$ cat config.mk
export PLATFORM = sky130hd
export DESIGN_NAME = rr_arbiter8
export DESIGN_NICKNAME = d
export VERILOG_FILES = /design/src/rtl/rr_arbiter8.sv
export SDC_FILE = /design/constraint.sdc
export NUM_CORES = 1
export LEC_CHECK = 0
export CAP_MARGIN = 40
export CORE_UTILIZATION = 50
export CTS_CLUSTER_SIZE = 24
export DETAILED_ROUTE_END_ITERATION = 8
export MAX_ROUTING_LAYER = met4
export PLACE_DENSITY = 0.76
export SYNTH_ARGS = -nofsm -noshare
export SYNTH_HDL_FRONTEND = slang
export SYNTH_SLANG_ARGS = --single-unit
$ cat constraint.sdc
create_clock -name clk -period 3.65 [get_ports clk]
set_input_delay 0.73 -clock clk [delete_from_list [all_inputs] [get_ports clk]]
set_output_delay 0.73 -clock clk [all_outputs]
set_load 0.01 [all_outputs]
$ cat src/rtl/rr_arbiter8.sv
// Eight-way round-robin arbiter. Each grant is held until done, until the owner
// drops its request, or until the hold limit is reached. The search start rotates after every release.
module rr_arbiter8 #(
  parameter int MAX_HOLD = 16
) (
  input  logic       clk,
  input  logic       rst_n,
  input  logic [7:0] req,
  input  logic       done,
  output logic [7:0] gnt,
  output logic [2:0] gnt_id,
  output logic       busy,
  output logic       timeout
);

  typedef enum logic {IDLE, GRANT} state_t;

  state_t     state_reg, state_next;
  logic [2:0] ptr_reg, ptr_next;
  logic [7:0] cnt_reg, cnt_next;
  logic [7:0] gnt_reg, gnt_next;
  logic [2:0] id_reg, id_next;
  logic       timeout_reg, timeout_next;

  logic [7:0] rot_req;
  logic [2:0] low_idx;
  logic [2:0] win;
  logic       release_now;
  logic       forced;

  // Rotate the request vector so that bit 0 corresponds to requester ptr.
  generate
    for (genvar gi = 0; gi < 8; gi++) begin : g_rot
      assign rot_req[gi] = req[3'(gi) + ptr_reg];
    end
  endgenerate

  always_comb begin
    low_idx = 3'd0;
    for (int i = 7; i >= 0; i--) begin
      if (rot_req[i]) low_idx = 3'(i);
    end
  end

  assign win = low_idx + ptr_reg;

  assign release_now = done || !req[id_reg] || (cnt_reg == 8'(MAX_HOLD));
  // The hold limit only counts as a timeout when neither done nor abandon applies.
  assign forced      = !done && req[id_reg] && (cnt_reg == 8'(MAX_HOLD));

  always_comb begin
    state_next   = state_reg;
    ptr_next     = ptr_reg;
    cnt_next     = cnt_reg;
    gnt_next     = gnt_reg;
    id_next      = id_reg;
    timeout_next = 1'b0;
    case (state_reg)
      IDLE: begin
        if (|req) begin
          state_next = GRANT;
          gnt_next   = 8'b1 << win;
          id_next    = win;
          cnt_next   = 8'd1;
        end else begin
          gnt_next = 8'd0;
          id_next  = 3'd0;
          cnt_next = 8'd0;
        end
      end
      GRANT: begin
        if (release_now) begin
          state_next   = IDLE;
          gnt_next     = 8'd0;
          id_next      = 3'd0;
          cnt_next     = 8'd0;
          ptr_next     = id_reg + 3'd1;
          timeout_next = forced;
        end else begin
          cnt_next = cnt_reg + 8'd1;
        end
      end
      default: begin
        state_next = IDLE;
        gnt_next   = 8'd0;
        id_next    = 3'd0;
        cnt_next   = 8'd0;
      end
    endcase
  end

  always_ff @(posedge clk) begin
    if (!rst_n) begin
      state_reg   <= IDLE;
      ptr_reg     <= 3'd0;
      cnt_reg     <= 8'd0;
      gnt_reg     <= 8'd0;
      id_reg      <= 3'd0;
      timeout_reg <= 1'b0;
    end else begin
      state_reg   <= state_next;
      ptr_reg     <= ptr_next;
      cnt_reg     <= cnt_next;
      gnt_reg     <= gnt_next;
      id_reg      <= id_next;
      timeout_reg <= timeout_next;
    end
  end

  assign gnt     = gnt_reg;
  assign gnt_id  = id_reg;
  assign busy    = |gnt_reg;
  assign timeout = timeout_reg;

endmodule
Word-level counts from Yosys, hierarchy flattened:

Cells that the tools add are included.

* logic and storage cells: 77
* input port bits: 11
* register bits: 24

* shift operators: 1
* equality and inequality tests: 2
* reduce and logical (&&, ||, !) cells: 10
* bitwise operators: 1
* mux-type cells: 38
* add/subtract/negate cells: 10
* magnitude comparators: 9

Operators with widths (count)
* 3-bit by 4-bit less-than comparator with 1-bit output (second input constant): 9
* 8-bit case mux with 2 select lines: 2
* 3-bit two-way mux: 10
* 1-bit binary-select mux with 3-bit select: 9
* 8-bit two-way mux: 3
* 8-bit OR reduction: 2
* 3-bit adder (first input constant): 4
* 1-bit two-way mux: 12
* 8-bit by 1-bit adder with 8-bit output (second input constant): 1
* 8-bit by 5-bit == test with 1-bit output (second input constant): 1
* 1-bit by 3-bit << shifter with 8-bit output (first input constant): 1
* 2-bit by 3-bit adder with 3-bit output (first input constant): 2
* 3-bit case mux with 2 select lines: 1
* 1-bit by 3-bit adder with 3-bit output (first input constant): 1
* 3-bit by 1-bit adder with 3-bit output (second input constant): 1
* 3-bit adder: 1
* 3-bit AND reduction: 1
* 1-bit logical AND: 2
* 1-bit zero test: 2
* 1-bit logical OR: 2
* 2-bit by 1-bit inequality test with 1-bit output (second input constant): 1
* 1-bit case mux with 2 select lines: 1
* 2-bit AND reduction: 1
* 1-bit inverter: 1

Logic depth before layout (Yosys ltp):

* depth after elaboration: 15
* mapped depth: 17
* gate-level depth less buffers: 15

Worst setup path before layout:

OpenSTA, ideal clock, no wires.

* path type: reg-to-reg
* from: register ptr_reg[0]
* to: register gnt_reg[6] (netlist: gnt[6])
* arrival time: 3639 ps
* path buffers: 3
* required time: 3588 ps
* slack: -51 ps
* setup time: 62 ps
* cell stages (with the launch flop): 15
* period minus slack after synthesis: 3701 ps
* path through: dfxtp_1 buf_4 inv_2 ha_1 buf_4 mux4_2 mux2_2 nand2b_1 buf_2 a32o_1 a22oi_1 fa_1 nor4_1 o21ai_0 nand3_1

* longest elaborated chain between the ends: 15
* elaborated cells on any way between the ends: 35
* classes of those cells: add/sub (8); shift (1); mux (26)

Ends and longest elaborated chain
* from (decl): RTL line 19 `logic [2:0] ptr_reg, ptr_next;`
* from (signal assigned): RTL line 102 `ptr_reg <= ptr_next;`
* 3-bit adder: RTL line 34 `assign rot_req[gi] = req[3'(gi) + ptr_reg];`
* 1-bit binary-select mux with 3-bit select: RTL line 34
* 1-bit two-way mux (implied by the code): RTL line 34
* 3-bit two-way mux (8 in series): RTL line 41 `if (rot_req[i]) low_idx = 3'(i);`
* 3-bit adder *: RTL line 45 `assign win = low_idx + ptr_reg;`
* 1-bit by 3-bit << shifter with 8-bit output *: RTL line 62 `gnt_next = 8'b1 << win;`
* 8-bit two-way mux *: RTL line 60 `if (|req) begin`
* 8-bit case mux with 2 select lines *: RTL line 58 `case (state_reg)`
* to (signal assigned): RTL line 104 `gnt_reg <= gnt_next;`
* to (decl): RTL line 21 `logic [7:0] gnt_reg, gnt_next;`

Mark *: on every way between the ends. The rest lies on a longest branch, timed or not. The select of a mux whose other input is x is not followed.
A chain may end at the register's enable or synchronous reset.

Worst setup path after layout:

* from: input req[7]
* to: register gnt_reg[4] (netlist: gnt[4])

* longest elaborated chain between the ends: 14
* elaborated cells on any way between the ends: 35
* classes of those cells: add/sub (1); eq/ne (1); shift (1); mux (28); reduce/logical (4)

Ends and longest elaborated chain
* from (decl): RTL line 8 `input logic [7:0] req,`
* 1-bit binary-select mux with 3-bit select: RTL line 34
* 1-bit two-way mux (implied by the code): RTL line 34
* 3-bit two-way mux (8 in series): RTL line 41
* 3-bit adder: RTL line 45
* 1-bit by 3-bit << shifter with 8-bit output: RTL line 62
* 8-bit two-way mux: RTL line 60
* 8-bit case mux with 2 select lines: RTL line 58

Parallel ways exist; a longest one is shown, timed or not. The select of a mux whose other input is x is not followed.

==> results.md <==
* Outcome: finished, final reports clean
* Setup TNS at 0 ns
* Drt via density at 5.91
* # DRC at 0
* Count of pins over their slew limit at 0
* Max stage delay on crit path at 0.66 ns
* TritonCTS clock tree: built
* Yosys top cell area share at between 20% and 30%
* Yosys reg bits at 24
* # port buffers at 23
* Total GRT Usage at 24.3%
* Post-Syn Instances at about 190
* Reg2reg path depth at 15
* Via count at 1673
* Die Span X at 62.6 um
* Worst EP required at between 3 and 4 ns
* Minimum clock period at 3.48 ns
* HP Class: flip-flop to flip-flop
* Synth area leader: dfxtp_1
* # setup viols final at 0
* Crit Path Class: primary input to flip-flop
* R2r startpoint: ptr_reg[1]$_SDFFE_PN0P_
* Post-route ant nets at 0
* CTS Root Cell: clkbuf_4
* RR Endpoint: gnt[4]$_SDFFE_PN0P_
* Pwr Total at 1.10 mW
* Slowest-stage cell, CP: fa_2
* First-pass GRT wire length at 7.60 mm
* DRT iter0 DRCs at approximately 100
* Detailed Route WL at 4.47 mm
* Initial antenna violation count at 0
* CTS buffer count at 3
* Min-Delay Endpoint: gnt[5]$_SDFFE_PN0P_
* RSZ-0062 raised after global routing: no
* Peak supply drop at 0.292 mV
* Share of layout cells above drive strength 1 at 30.8%
* Initial core utilization at between 50% and 60%
* Final period util at 95.2%
* Sequence of cells on the critical path: dlygate4sd2_1 -> mux4_2 -> mux2i_4 -> a21oi_1 -> o21ai_0 -> nand2_1 -> a221oi_2 -> ha_1 -> inv_1 -> fa_2 -> nand3b_1 -> nor2_2 -> o21ai_0 -> nand3_1
* Leakage at about 0.99 nW
* Mapped Nets at 207
* H-tree depth at 1
* Crit-path max FO at 6
* Sequential share of the synthesized area at 26.2%
* Initial DRT Pass Iterations at 4
* Slew headroom at 64.2%
* Worst hold stages at 2
* Fraction of registers with async set/reset at 0%
* Largest net degree at the start of global routing at 14
* Sink Count at 24
* Syn_area_per_cell at 9.72 um2
* Diodes inserted at 0
* Ys flop type: dfxtp_1
* Drt wl/cell at 15.8 um
* Nets at 256
* Final HPWL from detailed placement at 3.48 mm
* IO Pins at 24
* Routability cong. at 0.833
* Post-CTS Hold Buffers at 0
* Placed instance count at between 200 and 300
* Die Ht at about 63 um
* Peak Freq at 288 MHz
* Synth area leaders: dfxtp_1 26%, mux4_2 9.8%, mux4_1 8.6%
* Final Non-Filler Cells at 283
* Clock Skew at 0.00604 ns
* Commonest cells in the netlist: 24 x dfxtp_1, 22 x nand3_1, 17 x nand2_1
* Reg clk slew, reported paths at 0.13 ns
* Num rows at 21
* Most numerous cell in the Yosys netlist: dfxtp_1
* Slew at the pin closest to its max-slew limit at between 0.5 and 0.6 ns
* Worst Setup Start Kind: primary input
* WHS at 0.504 ns
* Vias in the first global route at 1749
* Number of max-cap violations at 0
* Pwr dens at 451 mW/mm2
* Synth cell types at 47
* Total grt overflow at 0
* Fillcell total at 268
* Most Frequent Cell on Critical Path: o21ai_0
* Hold Crit Start: gnt[5]$_SDFFE_PN0P_
* Reg2Reg Setup Slack at 0.18 ns
* Post-synth EDFFs at 0
* Synthesis-to-layout area growth at 32.2%
* Clk buf depth at 2
* Worst Path Arrival at about 3.7 ns
* Synthesized cell area at 0.00184 mm2
* Fin. Hold Viols at 0
* Crit. End Element: flip-flop
* Core Area at 0.00342 mm2
* Die area at 0.00392 mm2
* Clock Latency Late Sink at between 0.3 and 0.4 ns
* Synth warn at 0
critical path, delay by kind of cell:
kind	cells	cell delay, ns
mux	2	0.67
compound gates	4	0.59
simple gates	4	0.54
buf+inv	2	0.36
fa+ha+maj	2	0.84
metal layers:
layer / routed length (um) / GRT usage, % / up-vias
met4: 54 / 6.69 / 0
met3: 62 / 2.01 / 6
met5: 0 / - / -
met1: 1900 / 27.8 / 844
li1: - / - / 801
met2: 2450 / 44.8 / 22
power by group:
group          leakage, nW  internal, mW  switching (mW)
registers            0.195         0.288          0.0291
clock network       0.0210        0.0609          0.0746
logic                0.775         0.330           0.313
total                0.991         0.679           0.416
cells in the final DEF (no fill, tap or decap), types with 3 or more instances in the layout:
master	count
buf_4	30
ha_1	5
mux2i_1	8
o21ai_0	11
nor4_1	4
inv_1	5
xnor2_1	3
clkdlybuf4s50_1	15
nor2b_1	3
mux4_2	12
nand2_1	17
dfxtp_1	24
xor2_1	8
nor2_2	4
clkbuf_4	3
nand3_1	21
dlymetal6s2s_1	7
nand2b_1	3
nor2_1	12
per-stage QoR:
stage	util [%]	worst slack, ns	instance area, um2
2_1_floorplan	-	0.00880	1850
3_3_place_gp	67.3	-0.322	2300
3_5_place_dp	67.3	-0.450	2300
4_1_cts	68.9	0.00380	2350
5_1_grt	71.1	0.0439	2430
6_report	71.1	0.175	2430
cells by family after synthesis:
kind of cell	count (synthesis)	synth area share [%]
compound gates	22	9.06
xor+xnor	12	5.72
fa+ha+maj	7	5.18
buf+inv	15	4.43
flops	24	26.2
mux	26	25.9
simple gates	83	23.6
worst max-delay path by stage:
stage,startpoint,to,slack (ns)
final,req[7],gnt[4]$_SDFFE_PN0P_,0.17
after CTS,req[5],gnt[6]$_SDFFE_PN0P_,0.004
after floorplan,ptr_reg[0]$_SDFFE_PN0P_,gnt[6]$_SDFFE_PN0P_,0.009
after global routing,ptr_reg[1]$_SDFFE_PN0P_,gnt[4]$_SDFFE_PN0P_,0.04
after global placement,req[1],gnt[3]$_SDFFE_PN0P_,-0.32
after detailed placement,req[7],gnt[3]$_SDFFE_PN0P_,-0.45
area by class of cell:
cell class / count / area [um2] / share of cell area [%]
clock buffer: 4 / 36.3 / 1.49
inverter: 6 / 22.5 / 0.928
multi-input combinational: 150 / 1360 / 56.0
sequential: 24 / 480 / 19.8
tap: 46 / 57.6 / 2.37
timing repair buffer: 53 / 472 / 19.4
repair_timing:
| item | CTS | global route |
|---|---|---|
| pin swaps | 0 | 2 |
| setup endpoints to repair | 9 | 9 |
| setup buffers | 0 | 1 |
| cloned | 0 | 0 |
| resized for setup | 8 | 20 |
No activity file was read; power rests on OpenSTA's default activity.
